$ cat src/rtl/py_rxword_packer_if.sv
// Receive payload word-packer bus: decoded bit stream in, RAM write port and status out.
// Latency: none, this is a plain signal bundle.
// Backpressure: none. Strobes are fire-and-forget and the RAM side always accepts.
interface py_rxword_packer_if #(
    parameter int WORD_W = 32,
    parameter int ADDR_W = 8
);
    logic                  py_datvalid_p;
    logic                  bit_en;
    logic                  pydecdatout;
    logic                  dec_py_st_p;
    logic                  dec_py_endp;
    logic                  abort_p;
    logic [WORD_W-1:0]     rxpydin;
    logic [ADDR_W-1:0]     rxpyadr;
    logic                  rxpydin_valid_p_wr;
    logic [WORD_W/8-1:0]   rxpy_be;
    logic [12:0]           rx_bitcnt;
    logic                  rx_done_p;
    logic                  rx_overflow;
    logic                  busy;

    // Upstream decoder side: drives the bit stream and observes the write port.
    modport master (
        output py_datvalid_p, bit_en, pydecdatout, dec_py_st_p, dec_py_endp, abort_p,
        input  rxpydin, rxpyadr, rxpydin_valid_p_wr, rxpy_be, rx_bitcnt,
               rx_done_p, rx_overflow, busy
    );

    // Packer side.
    modport slave (
        input  py_datvalid_p, bit_en, pydecdatout, dec_py_st_p, dec_py_endp, abort_p,
        output rxpydin, rxpyadr, rxpydin_valid_p_wr, rxpy_be, rx_bitcnt,
               rx_done_p, rx_overflow, busy
    );
endinterface

$ cat src/rtl/py_rxword_packer.sv
// Packs decoded payload bits LSB-first into WORD_W words and writes them to the RX payload RAM.
// Latency: write 1 cycle after the word-completing bit; final word after P pad cycles, done 1 cycle later.
// Backpressure: none. Bits arrive on strobes at least 2 cycles apart and every write is taken at once.
module py_rxword_packer #(
    parameter int WORD_W = 32,
    parameter int ADDR_W = 8,
    parameter int DEPTH  = 256
) (
    input  logic              clk_6M,
    input  logic              rstz,
    py_rxword_packer_if.slave rx
);
    localparam int                LW       = $clog2(WORD_W);
    localparam int                BE_W     = WORD_W / 8;
    localparam logic [ADDR_W-1:0] LAST_ADR = ADDR_W'(DEPTH - 1);
    localparam logic [12:0]       CNT_MAX  = 13'h1FFF;

    typedef enum logic [2:0] {S_IDLE, S_COLLECT, S_PAD, S_WRITE, S_DONE} state_t;

    state_t            r_state;
    state_t            w_next;
    logic [WORD_W-1:0] r_dat;
    logic [ADDR_W-1:0] r_adr;
    logic [12:0]       r_bitcnt;
    logic [LW-1:0]     r_pos;      // slot the next bit (real or pad) lands in, within the word
    logic [LW:0]       r_nreal;    // real bits in the word being built, drives the byte enables
    logic              r_last;     // end of packet seen, the pending write is the final one
    logic              r_wrap;     // last buffer slot already written in this packet
    logic              r_ovf;
    logic              w_accept;
    logic              w_wr;
    logic              w_done;
    logic              w_busy;
    logic [BE_W-1:0]   w_be;

    assign w_accept = rx.py_datvalid_p & rx.bit_en & (r_state == S_COLLECT);

    // State register.
    always_ff @(posedge clk_6M or negedge rstz) begin
        if (!rstz) r_state <= S_IDLE;
        else       r_state <= w_next;
    end

    // Next state: abort beats restart, restart beats everything else; a full slot counter ends the word.
    always_comb begin
        w_next = r_state;
        if (rx.abort_p) begin
            w_next = S_IDLE;
        end else if (rx.dec_py_st_p) begin
            w_next = S_COLLECT;
        end else begin
            case (r_state)
                S_IDLE:    w_next = S_IDLE;
                S_COLLECT: begin
                    if (w_accept) begin
                        if (&r_pos)              w_next = S_WRITE;
                        else if (rx.dec_py_endp) w_next = S_PAD;
                    end
                end
                S_PAD:     if (&r_pos) w_next = S_WRITE;
                S_WRITE:   w_next = r_last ? S_DONE : S_COLLECT;
                S_DONE:    w_next = S_IDLE;
                default:   w_next = S_IDLE;
            endcase
        end
    end

    // Outputs decoded from state; writes past the last buffer slot are swallowed.
    always_comb begin
        w_wr   = 1'b0;
        w_done = 1'b0;
        w_busy = (r_state != S_IDLE);
        w_be   = '0;
        case (r_state)
            S_WRITE: begin
                w_wr = ~r_wrap;
                for (int b = 0; b < BE_W; b++) begin
                    w_be[b] = (int'(r_nreal) > 8 * b);
                end
            end
            S_DONE:  w_done = 1'b1;
            default: w_done = 1'b0;
        endcase
    end

    // Datapath: shift register, counters and overflow guard. Abort freezes everything until the next start.
    always_ff @(posedge clk_6M or negedge rstz) begin
        if (!rstz) begin
            r_dat    <= '0;
            r_adr    <= '0;
            r_bitcnt <= '0;
            r_pos    <= '0;
            r_nreal  <= '0;
            r_last   <= 1'b0;
            r_wrap   <= 1'b0;
            r_ovf    <= 1'b0;
        end else if (!rx.abort_p) begin
            if (rx.dec_py_st_p) begin
                r_dat    <= '0;
                r_adr    <= '0;
                r_bitcnt <= '0;
                r_pos    <= '0;
                r_nreal  <= '0;
                r_last   <= 1'b0;
                r_wrap   <= 1'b0;
                r_ovf    <= 1'b0;
            end else begin
                case (r_state)
                    S_COLLECT: begin
                        if (w_accept) begin
                            r_dat   <= {rx.pydecdatout, r_dat[WORD_W-1:1]};
                            r_pos   <= r_pos + 1'b1;
                            r_nreal <= r_nreal + 1'b1;
                            if (r_bitcnt != CNT_MAX) r_bitcnt <= r_bitcnt + 13'd1;
                            if (rx.dec_py_endp)      r_last   <= 1'b1;
                        end
                    end
                    S_PAD: begin
                        r_dat <= {1'b0, r_dat[WORD_W-1:1]};
                        r_pos <= r_pos + 1'b1;
                    end
                    S_WRITE: begin
                        r_nreal <= '0;
                        if (r_wrap)                r_ovf  <= 1'b1;
                        else if (r_adr == LAST_ADR) r_wrap <= 1'b1;
                        else                        r_adr  <= r_adr + 1'b1;
                    end
                    default: r_pos <= r_pos;
                endcase
            end
        end
    end

    assign rx.rxpydin            = r_dat;
    assign rx.rxpyadr            = r_adr;
    assign rx.rxpydin_valid_p_wr = w_wr;
    assign rx.rxpy_be            = w_be;
    assign rx.rx_bitcnt          = r_bitcnt;
    assign rx.rx_done_p          = w_done;
    assign rx.rx_overflow        = r_ovf;
    assign rx.busy               = w_busy;
endmodule
$ cat src/flat_wrapper.sv
// flat-port wrapper written by rule: the top's interface ports become plain ports
module py_rxword_packer_flat 
#(
    parameter int WORD_W = 32,
    parameter int ADDR_W = 8,
    parameter int DEPTH  = 256
)
  (clk_6M, rstz, rx_py_datvalid_p, rx_bit_en, rx_pydecdatout, rx_dec_py_st_p, rx_dec_py_endp, rx_abort_p, rx_rxpydin, rx_rxpyadr, rx_rxpydin_valid_p_wr, rx_rxpy_be, rx_rx_bitcnt, rx_rx_done_p, rx_rx_overflow, rx_busy);
  py_rxword_packer_if #(.WORD_W(WORD_W), .ADDR_W(ADDR_W)) rx_i ();
  input  logic clk_6M;
  input  logic rstz;
  input wire logic [$bits(rx_i.py_datvalid_p)-1:0] rx_py_datvalid_p;
  input wire logic [$bits(rx_i.bit_en)-1:0] rx_bit_en;
  input wire logic [$bits(rx_i.pydecdatout)-1:0] rx_pydecdatout;
  input wire logic [$bits(rx_i.dec_py_st_p)-1:0] rx_dec_py_st_p;
  input wire logic [$bits(rx_i.dec_py_endp)-1:0] rx_dec_py_endp;
  input wire logic [$bits(rx_i.abort_p)-1:0] rx_abort_p;
  output wire logic [$bits(rx_i.rxpydin)-1:0] rx_rxpydin;
  output wire logic [$bits(rx_i.rxpyadr)-1:0] rx_rxpyadr;
  output wire logic [$bits(rx_i.rxpydin_valid_p_wr)-1:0] rx_rxpydin_valid_p_wr;
  output wire logic [$bits(rx_i.rxpy_be)-1:0] rx_rxpy_be;
  output wire logic [$bits(rx_i.rx_bitcnt)-1:0] rx_rx_bitcnt;
  output wire logic [$bits(rx_i.rx_done_p)-1:0] rx_rx_done_p;
  output wire logic [$bits(rx_i.rx_overflow)-1:0] rx_rx_overflow;
  output wire logic [$bits(rx_i.busy)-1:0] rx_busy;
  assign rx_i.py_datvalid_p = rx_py_datvalid_p;
  assign rx_i.bit_en = rx_bit_en;
  assign rx_i.pydecdatout = rx_pydecdatout;
  assign rx_i.dec_py_st_p = rx_dec_py_st_p;
  assign rx_i.dec_py_endp = rx_dec_py_endp;
  assign rx_i.abort_p = rx_abort_p;
  assign rx_rxpydin = rx_i.rxpydin;
  assign rx_rxpyadr = rx_i.rxpyadr;
  assign rx_rxpydin_valid_p_wr = rx_i.rxpydin_valid_p_wr;
  assign rx_rxpy_be = rx_i.rxpy_be;
  assign rx_rx_bitcnt = rx_i.rx_bitcnt;
  assign rx_rx_done_p = rx_i.rx_done_p;
  assign rx_rx_overflow = rx_i.rx_overflow;
  assign rx_busy = rx_i.busy;
  py_rxword_packer #(.WORD_W(WORD_W), .ADDR_W(ADDR_W), .DEPTH(DEPTH)) u_core (.clk_6M(clk_6M), .rstz(rstz), .rx(rx_i));
endmodule
$ cat config.mk
export PLATFORM = sky130hd
export DESIGN_NAME = py_rxword_packer_flat
export DESIGN_NICKNAME = d
export VERILOG_FILES = /design/src/rtl/py_rxword_packer_if.sv /design/src/rtl/py_rxword_packer.sv /design/src/flat_wrapper.sv
export SDC_FILE = /design/constraint.sdc
export NUM_CORES = 1
export LEC_CHECK = 0
export ABC_AREA = 0
export CAP_MARGIN = 20
export CORE_MARGIN = 5
export CORE_UTILIZATION = 50
export CTS_CLUSTER_SIZE = 40
export DETAILED_ROUTE_END_ITERATION = 6
export PLACE_DENSITY = 0.75
export RECOVER_POWER = 50
export SETUP_SLACK_MARGIN = 0.05
export SLEW_MARGIN = 40
export SYNTH_ARGS = -nofsm -noshare
export SYNTH_HDL_FRONTEND = slang
export SYNTH_SLANG_ARGS = --single-unit
$ cat constraint.sdc
create_clock -name clk_6M -period 4.5 [get_ports clk_6M]
set_clock_uncertainty 0.1 [all_clocks]
set_input_delay 0.45 -clock clk_6M [delete_from_list [all_inputs] [get_ports clk_6M]]
set_output_delay 0.45 -clock clk_6M [all_outputs]
set_load 0.05 [all_outputs]
==> results of run 1 <==
[layout make-up]
| cell class | instances | area, um^2 |
|---|---|---|
| Clock buffer | 10 | 138 |
| Timing Repair Buffer | 71 | 687 |
| Inverter | 8 | 30.0 |
| Sequential cell | 70 | 1750 |
| Clock inverter | 5 | 83.8 |
| Fill cell | 601 | 2630 |
| Multi-Input combinational cell | 265 | 1850 |
| Tap cell | 99 | 124 |
[cell usage in the layout (no fill, tap or decap), drive strengths merged, types with 3 or more instances in the layout]
master         Yosys  layout
o311ai             3       3
o211ai             9       9
dfrtp             70      70
mux2              34      34
or4                7       7
inv                8       8
ha                 6       6
nand2             26      26
a31oi              4       4
and3               4       4
or3                6       6
and4               4       4
nand3b             3       3
nor4               4       4
nor2b             36      36
dlygate4sd3        0      21
clkbuf            11      14
or2                5       5
o31ai              4       4
nor2              19      19
o221ai             4       4
nand3             17      17
o21ai             13      13
mux2i              5       5
and2               4       4
clkdlybuf4s50      0      46
nand4              6       6
a21oi             16      16
[per-layer routing]
layer  vias to the layer above  part of all wire (%)
li1                       1447                     -
met5                         -                     0
met1                      1488                    48
met2                        80                    46
met3                        11                   4.6
met4                         0                   1.2
[stage by stage]
stage	hold slack, ns	utilization [%]	cell area (um^2)	power (uW)	setup slack (ns)
floorplan	0.0544	-	3750	1010	2.28
global placement	0.391	61.0	4450	1140	1.48
detailed placement	0.362	61.0	4450	1150	1.42
CTS	0.419	64.2	4680	1710	1.71
global route	0.432	64.0	4670	1780	0.835
finish	0.407	64.0	4670	1700	1.13
[synthesized netlist by cell type, types with 2 or more instances]
library cell | count | share of area (%)
dfrtp_1 | 70 | 47
nor2b_1 | 36 | 6.0
mux2_2 | 34 | 10
nand2_1 | 25 | 2.5
nor2_1 | 19 | 1.9
nand3_1 | 16 | 2.1
a21oi_1 | 15 | 2.0
o21ai_0 | 12 | 1.6
clkbuf_1 | 11 | 1.1
o211ai_1 | 9 | 1.8
inv_1 | 7 | 0.70
or4_1 | 7 | 1.4
ha_1 | 6 | 2.0
nand4_1 | 6 | 1.0
or3_1 | 6 | 1.0
mux2i_1 | 5 | 1.3
a31oi_1 | 4 | 0.67
and2_1 | 4 | 0.67
and3_1 | 4 | 0.67
and4_1 | 4 | 0.93
buf_2 | 4 | 0.53
nor4_1 | 4 | 0.67
o221ai_1 | 4 | 0.93
o31ai_1 | 4 | 0.80
or2_2 | 4 | 0.67
buf_6 | 3 | 0.90
a21o_1 | 2 | 0.40
a221o_1 | 2 | 0.53
and2b_1 | 2 | 0.40
buf_4 | 2 | 0.40
nand3b_1 | 2 | 0.40
nor3_1 | 2 | 0.27
nor3b_1 | 2 | 0.40
o21a_1 | 2 | 0.40
o311ai_0 | 2 | 0.47
[path summary, 6_finish.rpt]
kind	from	endpoint	slack (ns)
setup reg to reg	u_core.r_state[1]	u_core.rx.rxpydin[13]	2.10
max in group asynchronous	rstz	u_core.rx.rxpydin[27]	1.41
hold / removal	u_core.rx.rxpydin[0]	u_core.rx.rxpydin[0]	0.41
min in group asynchronous	rstz	u_core.rx.rx_overflow	1.17
setup / recovery	rx_dec_py_st_p	u_core.r_nreal[4]	1.13
hold reg to reg	u_core.rx.rxpydin[0]	u_core.rx.rxpydin[0]	0.41
[state kept, by name (all words and copies together), names as in the netlist]
register               flops
u_core.r_last              1
u_core.r_nreal             6
u_core.r_pos               5
u_core.r_state             3
u_core.r_wrap              1
u_core.rx.rx_bitcnt       13
u_core.rx.rx_overflow      1
u_core.rx.rxpyadr          8
u_core.rx.rxpydin         32
[worst max-delay path, stage by stage]
cell and delay [ns]:
clkbuf_1 0.88, clkbuf_1 1.28, a21oi_2 0.22, or4_1 0.55, a21oi_1 0.15
[power by group]
group	switching, uW	internal [uW]
clock network	240	325
registers	71.7	679
logic	249	137
total	561	1140
[cells by family (layout without fill, tap and decap cells)]
kind of cell / count (synthesis) / count (layout)
buf+inv: 28 / 94
fa+ha+maj: 6 / 6
compound gates: 67 / 67
mux: 39 / 39
flops: 70 / 70
simple gates: 153 / 153
==> results.json, run 1 <==
{
  "ys_warn_count": 0,
  "postRouteAntennaNets": 0,
  "antenna_found_initial": 0,
  "leakage_uw": 0.00208,
  "gr-usage-met2_pct": 28.2,
  "worstPathArrival_ns": 3.54,
  "grt_max_degree": 41,
  "grt_pass1_vias": 2922,
  "cts.clk_slew.worst_paths_ns": 0.09,
  "crit_path_max_fanout": 38,
  "fin_tns_setup_ns": 0,
  "worstSetupPathType": "input pin to flip-flop",
  "holdPathStages": 1,
  "final_cells": 528,
  "wl_per_cell_um": 15.9,
  "min_path_type": "flip-flop to flip-flop",
  "grtUsageMet1_pct": 27.2,
  "worst_setup_path_start_kind": "input pin",
  "worstSkewPairLatency_ns": 0.34,
  "cts_max_path_buffers": 2,
  "first_pass_iters": 4,
  "worstSetupEndpointType": "flip-flop",
  "ys.flop_type": "dfrtp_1",
  "seq_area_frac_synth_pct": 46.7,
  "grt_overflow_total": 0,
  "totalWireLength_mm": 8.40,
  "ctsRootBufferMaster": "clkbuf_8",
  "violations": "max-capacitance violations, max-slew violations",
  "fp.dieW_um": 96.6,
  "ys_ff_latch": 70,
  "worst_slew_pin_slew_ns": 2.13,
  "layout.nets": 439,
  "slew_viol_final": 80,
  "cts_resized": 0,
  "min_period_ns": 3.37,
  "vdd_drop_max_uv": 351,
  "htree_levels": 3,
  "route.detailed.drc": 0,
  "initialDrtViolationCount": 158,
  "port_buffers": 68,
  "syn_inst": 363,
  "synth-xor-area-share_pct": 0,
  "synth_fa_ha_area_share_pct": 2.00,
  "dieHeight_um": 96.6,
  "drive_gt1_share_pct": 14.2,
  "max_freq_mhz": 297,
  "die_area_um2": 9330,
  "syn-cell-area_um2": 3750,
  "vias": 3026,
  "rr_worst_depth": 4,
  "dp.cells": 512,
  "muxShareOfSynthArea_pct": 11.5,
  "maxCapViolations": 2,
  "diodes": 0,
  "outcome": "complete, but fails checks",
  "core_um2": 7290,
  "gp_congestion": 0.863,
  "syn-num-nets": 377,
  "relSlewSlack_pct": -41.9,
  "hpwl_mm": 5.69,
  "grt_usage_pct": 18.8,
  "synth_top_family_by_area": "simple AND/OR/NAND/NOR gates",
  "holdBufCountCts": 1,
  "synth-edff-count": 0,
  "rows": 31,
  "cts_setup_buffers": 0,
  "ys_types": 57,
  "io-pin-count": 69,
  "viasPerCell": 5.73,
  "initial_core_util_pct": 51.4,
  "synth_compound_area_share_pct": 12.3,
  "synth-simple-area-share_pct": 23.6,
  "synth-async-reset-ratio_pct": 100,
  "area_delta_synth_final_pct": 24.5,
  "synth_area_per_cell_um2": 10.3,
  "cts_tree": "yes",
  "met3_usage_pct": 3.49,
  "hold_viol": 0,
  "cts_made_buffers": 9,
  "setup_viol": 0,
  "numClockSinks": 70,
  "grt_pass1_wl_mm": 13.8,
  "rsz0062_at_grt": "false",
  "top_usage_layer": "met2",
  "power_density_nw_per_um2": 365,
  "required_ns": 4.67,
  "period_share_pct": 74.9
}
Power figures use the tool's default switching activity.
==> run 2: changes to the inputs <==
--- a/config.mk
+++ b/config.mk
@@ -8,10 +8,10 @@
 export ABC_AREA = 0
 export CAP_MARGIN = 20
 export CORE_MARGIN = 5
-export CORE_UTILIZATION = 50
+export CORE_UTILIZATION = 47
 export CTS_CLUSTER_SIZE = 40
 export DETAILED_ROUTE_END_ITERATION = 6
-export PLACE_DENSITY = 0.75
+export PLACE_DENSITY = 0.74
 export RECOVER_POWER = 50
 export SETUP_SLACK_MARGIN = 0.05
 export SLEW_MARGIN = 40
==> constraint.sdc (replaced) <==
create_clock -name clk_6M -period 2.95 [get_ports clk_6M]
set_clock_uncertainty 0.1 [all_clocks]
set_input_delay 0.295 -clock clk_6M [delete_from_list [all_inputs] [get_ports clk_6M]]
set_output_delay 0.295 -clock clk_6M [all_outputs]
set_load 0.05 [all_outputs]
==> run 2 against run 1 <==
Net effect: the run still ends with max-capacitance violations, max-slew violations left; cell area is 0.51% higher; count of clock-buffer cells in the layout increased by 1; non-clock buffer count is 7 higher; largest cell class unchanged; critical path depth decreased by 1; setup slack got worse by 0.80 ns; clock power rose by 32%; sequential power up 53%; via count up 1.3%; highest routed layer unchanged; core utilization is 3.6 points lower.
==> results.json, run 2 (same netlist as run 1, synthesis figures left out) <==
{
  "outcome": "complete, but fails checks",
  "violations": "max-capacitance violations, max-slew violations",
  "worst_setup_path_start_kind": "flip-flop",
  "grt_max_degree": 35,
  "worst_slew_pin_slew_ns": 1.68,
  "setup_viol": 0,
  "relSlewSlack_pct": -12.1,
  "grt_pass1_wl_mm": 14.4,
  "max_freq_mhz": 382,
  "nFillCells": 685,
  "critical_path.max_stage_delay_ns": 0.70,
  "crit_slowest_cell": "clkdlybuf4s50_1",
  "power_uw": 2490,
  "hold_viol": 0,
  "seq_area_um2": 1750,
  "slew_viol_final": 29,
  "worstPathArrival_ns": 2.22,
  "numClockSinks": 70,
  "min_period_ns": 2.62,
  "hpwl_mm": 5.93,
  "grt_usage_pct": 17.6,
  "cp_cell_sequence": "or4_1 > a21oi_1 > nor2_1 > clkdlybuf4s50_1",
  "path_buf_inv": 1,
  "first_pass_iters": 4,
  "layout.nets": 446,
  "min_path_type": "input pin to flip-flop",
  "multiInputGateArea_um2": 1840,
  "diodes": 0,
  "worstSetupEndpointType": "output pin",
  "viasPerCell": 5.70,
  "antenna_found_initial": 0,
  "worstSetupPathType": "flip-flop to output pin",
  "leakage_uw": 0.00208,
  "dieHeight_um": 99.3,
  "cts.clk_slew.worst_paths_ns": 0.08,
  "power_density_nw_per_um2": 531,
  "required_ns": 2.56,
  "vias": 3065,
  "worstSkewPairLatency_ns": 0.34,
  "initialDrtViolationCount": 150,
  "area_delta_synth_final_pct": 25.1,
  "post-place-ws_ns": 0.594,
  "wl_per_cell_um": 15.8,
  "ctsRootBufferMaster": "clkbuf_8",
  "gp_congestion": 0.829,
  "crit_path_max_fanout": 5,
  "fp.dieW_um": 99.3,
  "cts_max_path_buffers": 2,
  "rsz0062_at_grt": "false",
  "initial_core_util_pct": 48.3,
  "final_cell_mix": "70 x dfrtp_1, 57 x clkdlybuf4s50_1, 36 x nor2b_1, 34 x mux2_2, 25 x nand2_1",
  "fin_tns_setup_ns": 0,
  "grt_pass1_vias": 2999,
  "drive_gt1_share_pct": 15.4,
  "largest_reg_flops": 32,
  "cts_tree": "yes",
  "route.detailed.drc": 0,
  "dp.cells": 522,
  "final_common_cell": "dfrtp_1",
  "vdd_drop_max_uv": 588,
  "rows": 32,
  "final_cells": 538,
  "port_buffers": 68,
  "postRouteAntennaNets": 0,
  "htree_levels": 3,
  "grt_overflow_total": 0,
  "die_area_um2": 9860,
  "totalWireLength_mm": 8.51,
  "period_share_pct": 88.8,
  "maxCapViolations": 1,
  "core_um2": 7770,
  "cts_made_buffers": 9,
  "io-pin-count": 69,
  "layout_setup_ws_ns": 0.331,
  "cp_top_family": "buffers and inverters"
}
run 2: area by class of cell:
class | instances | area share (%)
tap | 102 | 2.72
sequential | 70 | 37.4
inverter | 8 | 0.640
clock buffer | 11 | 2.80
multi-input combinational | 265 | 39.3
clock inverter | 4 | 1.04
timing repair buffer | 78 | 16.1
run 2: path summary, 6_finish.rpt:
path / from / depth (start not counted) / end / slack [ns]
setup reg to reg: u_core.r_state[1] / 5 / u_core.rx.rxpydin[21] / 0.67
hold / removal: rx_dec_py_st_p / 3 / u_core.rx.rx_overflow / 0.30
min in group asynchronous: rstz / 2 / u_core.rx.rxpyadr[0] / 0.82
hold reg to reg: u_core.rx.rxpydin[0] / 1 / u_core.rx.rxpydin[0] / 0.42
setup / recovery: u_core.r_nreal[1] / 4 / rx_rxpy_be[2] / 0.33
max in group asynchronous: rstz / 3 / u_core.rx.rxpydin[28] / 0.74
run 2: tightest hold or removal path: cells and delay by family:
kind | cells | cell delay (ns)
buf+inv | 1 | 0.12
simple gates | 2 | 0.30
run 2: what timing repair did:
action / CTS / global route
resized for setup: 0 / 0
hold buffers: 1 / 0
setup buffers: 0 / 0
endpoints found under the hold margin: 27 / 0
run 2: layer usage:
layer / vias to the layer above / GRT usage (%) / wire length (um)
li1: 1463 / - / -
met1: 1510 / 24.4 / 3920
met2: 81 / 27.6 / 4040
met3: 11 / 3.30 / 412
met4: 0 / 6.20 / 136
met5: - / 0 / 0
run 2: stage by stage:
stage	instance area (um^2)	hold WS, ns	utilization (%)
finish	4690	0.297	60.4
global route	4690	0.314	60.4
CTS	4710	0.289	60.6
detailed placement	4520	0.278	58.2
global placement	4520	0.264	58.2
floorplan	3750	-0.101	-
run 2: report_power, final:
| group | switching [uW] | internal (uW) | total, uW |
|---|---|---|---|
| registers | 110 | 1040 | 1150 |
| logic | 381 | 217 | 598 |
| clock network | 360 | 386 | 746 |
==> run 3: changes to the inputs <==
--- a/config.mk
+++ b/config.mk
@@ -7,14 +7,14 @@
 export LEC_CHECK = 0
 export ABC_AREA = 0
 export CAP_MARGIN = 20
-export CORE_MARGIN = 5
-export CORE_UTILIZATION = 47
+export CORE_MARGIN = 3
+export CORE_UTILIZATION = 38
 export CTS_CLUSTER_SIZE = 40
 export DETAILED_ROUTE_END_ITERATION = 6
-export PLACE_DENSITY = 0.74
+export PLACE_DENSITY = 0.61
 export RECOVER_POWER = 50
 export SETUP_SLACK_MARGIN = 0.05
-export SLEW_MARGIN = 40
+export SLEW_MARGIN = 10
 export SYNTH_ARGS = -nofsm -noshare
 export SYNTH_HDL_FRONTEND = slang
 export SYNTH_SLANG_ARGS = --single-unit
==> run 3 against run 2 <==
Net effect: the flow still finishes with violations (max-capacitance violations, max-slew violations); count of clock-buffer cells in the layout shrank 1; critical path depth is the same; sequential cell count is the same; via count shrank 0.16%; cell area grew 1.1%; routed wire length grew 4.4%; die area grew 12%; clock power grew 18%; setup slack gained 0.012 ns; first-iteration DRC count shrank 31%; register-to-register slack gained 0.04 ns; non-clock buffer count shrank 1; critical path type unchanged; critical endpoint unchanged.
==> results.json, run 3 (same netlist as run 1, synthesis figures left out) <==
{
  "maxCapViolations": 1,
  "cp_cell_sequence": "or4_1 > a21oi_1 > nor2_1 > clkdlybuf4s50_1",
  "drive_gt1_share_pct": 15.4,
  "area_delta_synth_final_pct": 26.5,
  "die_area_um2": 11100,
  "worstSkewPairLatency_ns": 0.35,
  "worstSetupEndpointType": "output pin",
  "antenna_found_initial": 0,
  "cts_setup_buffers": 0,
  "max_freq_mhz": 384,
  "cp_top_family": "buffers and inverters",
  "ctsRootBufferMaster": "clkbuf_8",
  "min_period_ns": 2.61,
  "grtUsageMet1_pct": 23.3,
  "violations": "max-capacitance violations, max-slew violations",
  "htree_levels": 3,
  "rows": 35,
  "grt_max_degree": 35,
  "port_buffers": 68,
  "hold_slack_ns": 0.246,
  "io-pin-count": 69,
  "cts_tree": "yes",
  "multiInputGateArea_um2": 1840,
  "cts.clk_slew.worst_paths_ns": 0.08,
  "grt_pass1_vias": 2977,
  "rrSetupSlack_ns": 0.71,
  "final_cell_mix": "70 x dfrtp_1, 55 x clkdlybuf4s50_1, 36 x nor2b_1, 34 x mux2_2, 25 x nand2_1",
  "postRouteAntennaNets": 0,
  "core_um2": 9420,
  "largest_reg_flops": 32,
  "vias": 3060,
  "crit_path_max_fanout": 5,
  "dieHeight_um": 105,
  "crit_slowest_cell": "clkdlybuf4s50_1",
  "fin_tns_setup_ns": 0,
  "vdd_drop_max_uv": 349,
  "setup_viol": 0,
  "outcome": "complete, but fails checks",
  "power_density_nw_per_um2": 553,
  "final_common_cell": "dfrtp_1",
  "gp_congestion": 0.776,
  "worst_setup_path_start_kind": "flip-flop",
  "first_pass_iters": 5,
  "route.detailed.drc": 0,
  "grt_overflow_total": 0,
  "cts_made_buffers": 9,
  "relSlewSlack_pct": -23.0,
  "grt_usage_pct": 16.7,
  "met3_usage_pct": 2.94,
  "path_buf_inv": 1,
  "slew_viol_final": 34,
  "min_path_type": "input pin to flip-flop",
  "required_ns": 2.56,
  "wl_per_cell_um": 15.7,
  "post-place-ws_ns": 0.476,
  "diodes": 0,
  "worstPathArrival_ns": 2.21,
  "layout_setup_ws_ns": 0.343,
  "place_area_um2": 4530,
  "leakage_uw": 0.00209,
  "cts_max_path_buffers": 2,
  "initialDrtViolationCount": 103,
  "nFillCells": 871,
  "rsz0062_at_grt": "false",
  "grt_pass1_wl_mm": 15.2,
  "hpwl_mm": 6.07,
  "viasPerCell": 5.42,
  "fp.dieW_um": 105,
  "layout.nets": 445,
  "worstSetupPathType": "flip-flop to output pin",
  "final_area_um2": 4740,
  "period_share_pct": 88.4,
  "gr-usage-met2_pct": 25.8,
  "cts_resized": 0,
  "initial_core_util_pct": 39.8,
  "critical_path.max_stage_delay_ns": 0.70,
  "top_usage_layer": "met2",
  "seq_area_um2": 1750,
  "worst_slew_pin_slew_ns": 1.84,
  "totalWireLength_mm": 8.89,
  "hold_viol": 0,
  "numClockSinks": 70
}
## run 3: where the power goes
part           switching [uW]  leakage [uW]  internal (uW)  total, uW
Sequential                111      0.000942           1040       1150
Clock                     398      0.000107            484        882
Combinational             380       0.00104            215        595
## run 3: what timing repair did
| item | in CTS | in global routing |
|---|---|---|
| hold buffers | 1 | 0 |
| endpoints found under the hold margin | 31 | 0 |
| endpoints found under the setup margin | 0 | 0 |
## run 3: metrics by stage
| stage | utilization [%] | instances | power, uW |
|---|---|---|---|
| 2_1_floorplan | - | 363 | 1550 |
| 3_3_place_gp | 48.1 | 548 | 1750 |
| 3_5_place_dp | 48.1 | 548 | 1760 |
| 4_1_cts | 50.6 | 565 | 2660 |
| 5_1_grt | 50.4 | 565 | 2770 |
| 6_report | 50.4 | 565 | 2620 |
## run 3: layer usage
metal  wire (um)  part of all wire [%]  up-vias
li1            -                     -     1461
met1        4290                    48     1525
met2        4110                    46       61
met3         298                   3.4       13
met4         195                   2.2        0
met5           0                     0        -
## run 3: area by class of cell
class                           instances  area share, %
Multi-Input combinational cell        265           38.8
Sequential cell                        70           36.9
Timing Repair Buffer                   77           15.6
Tap cell                              129           3.40
Clock buffer                           10           2.69
Clock inverter                          6           1.98
Inverter                                8          0.633
## run 3: path summary, 6_finish.rpt
kind / from / end / depth (start not counted)
max: u_core.r_nreal[1] / rx_rxpy_be[2] / 4
min: rx_dec_py_st_p / u_core.r_state[2] / 2
max reg2reg: u_core.r_state[1] / u_core.rx.rxpydin[28] / 5
min reg2reg: u_core.rx.rxpydin[0] / u_core.rx.rxpydin[0] / 1
max in group asynchronous: rstz / u_core.rx.rxpyadr[5] / 3
min in group asynchronous: rstz / u_core.rx.rxpydin[4] / 2
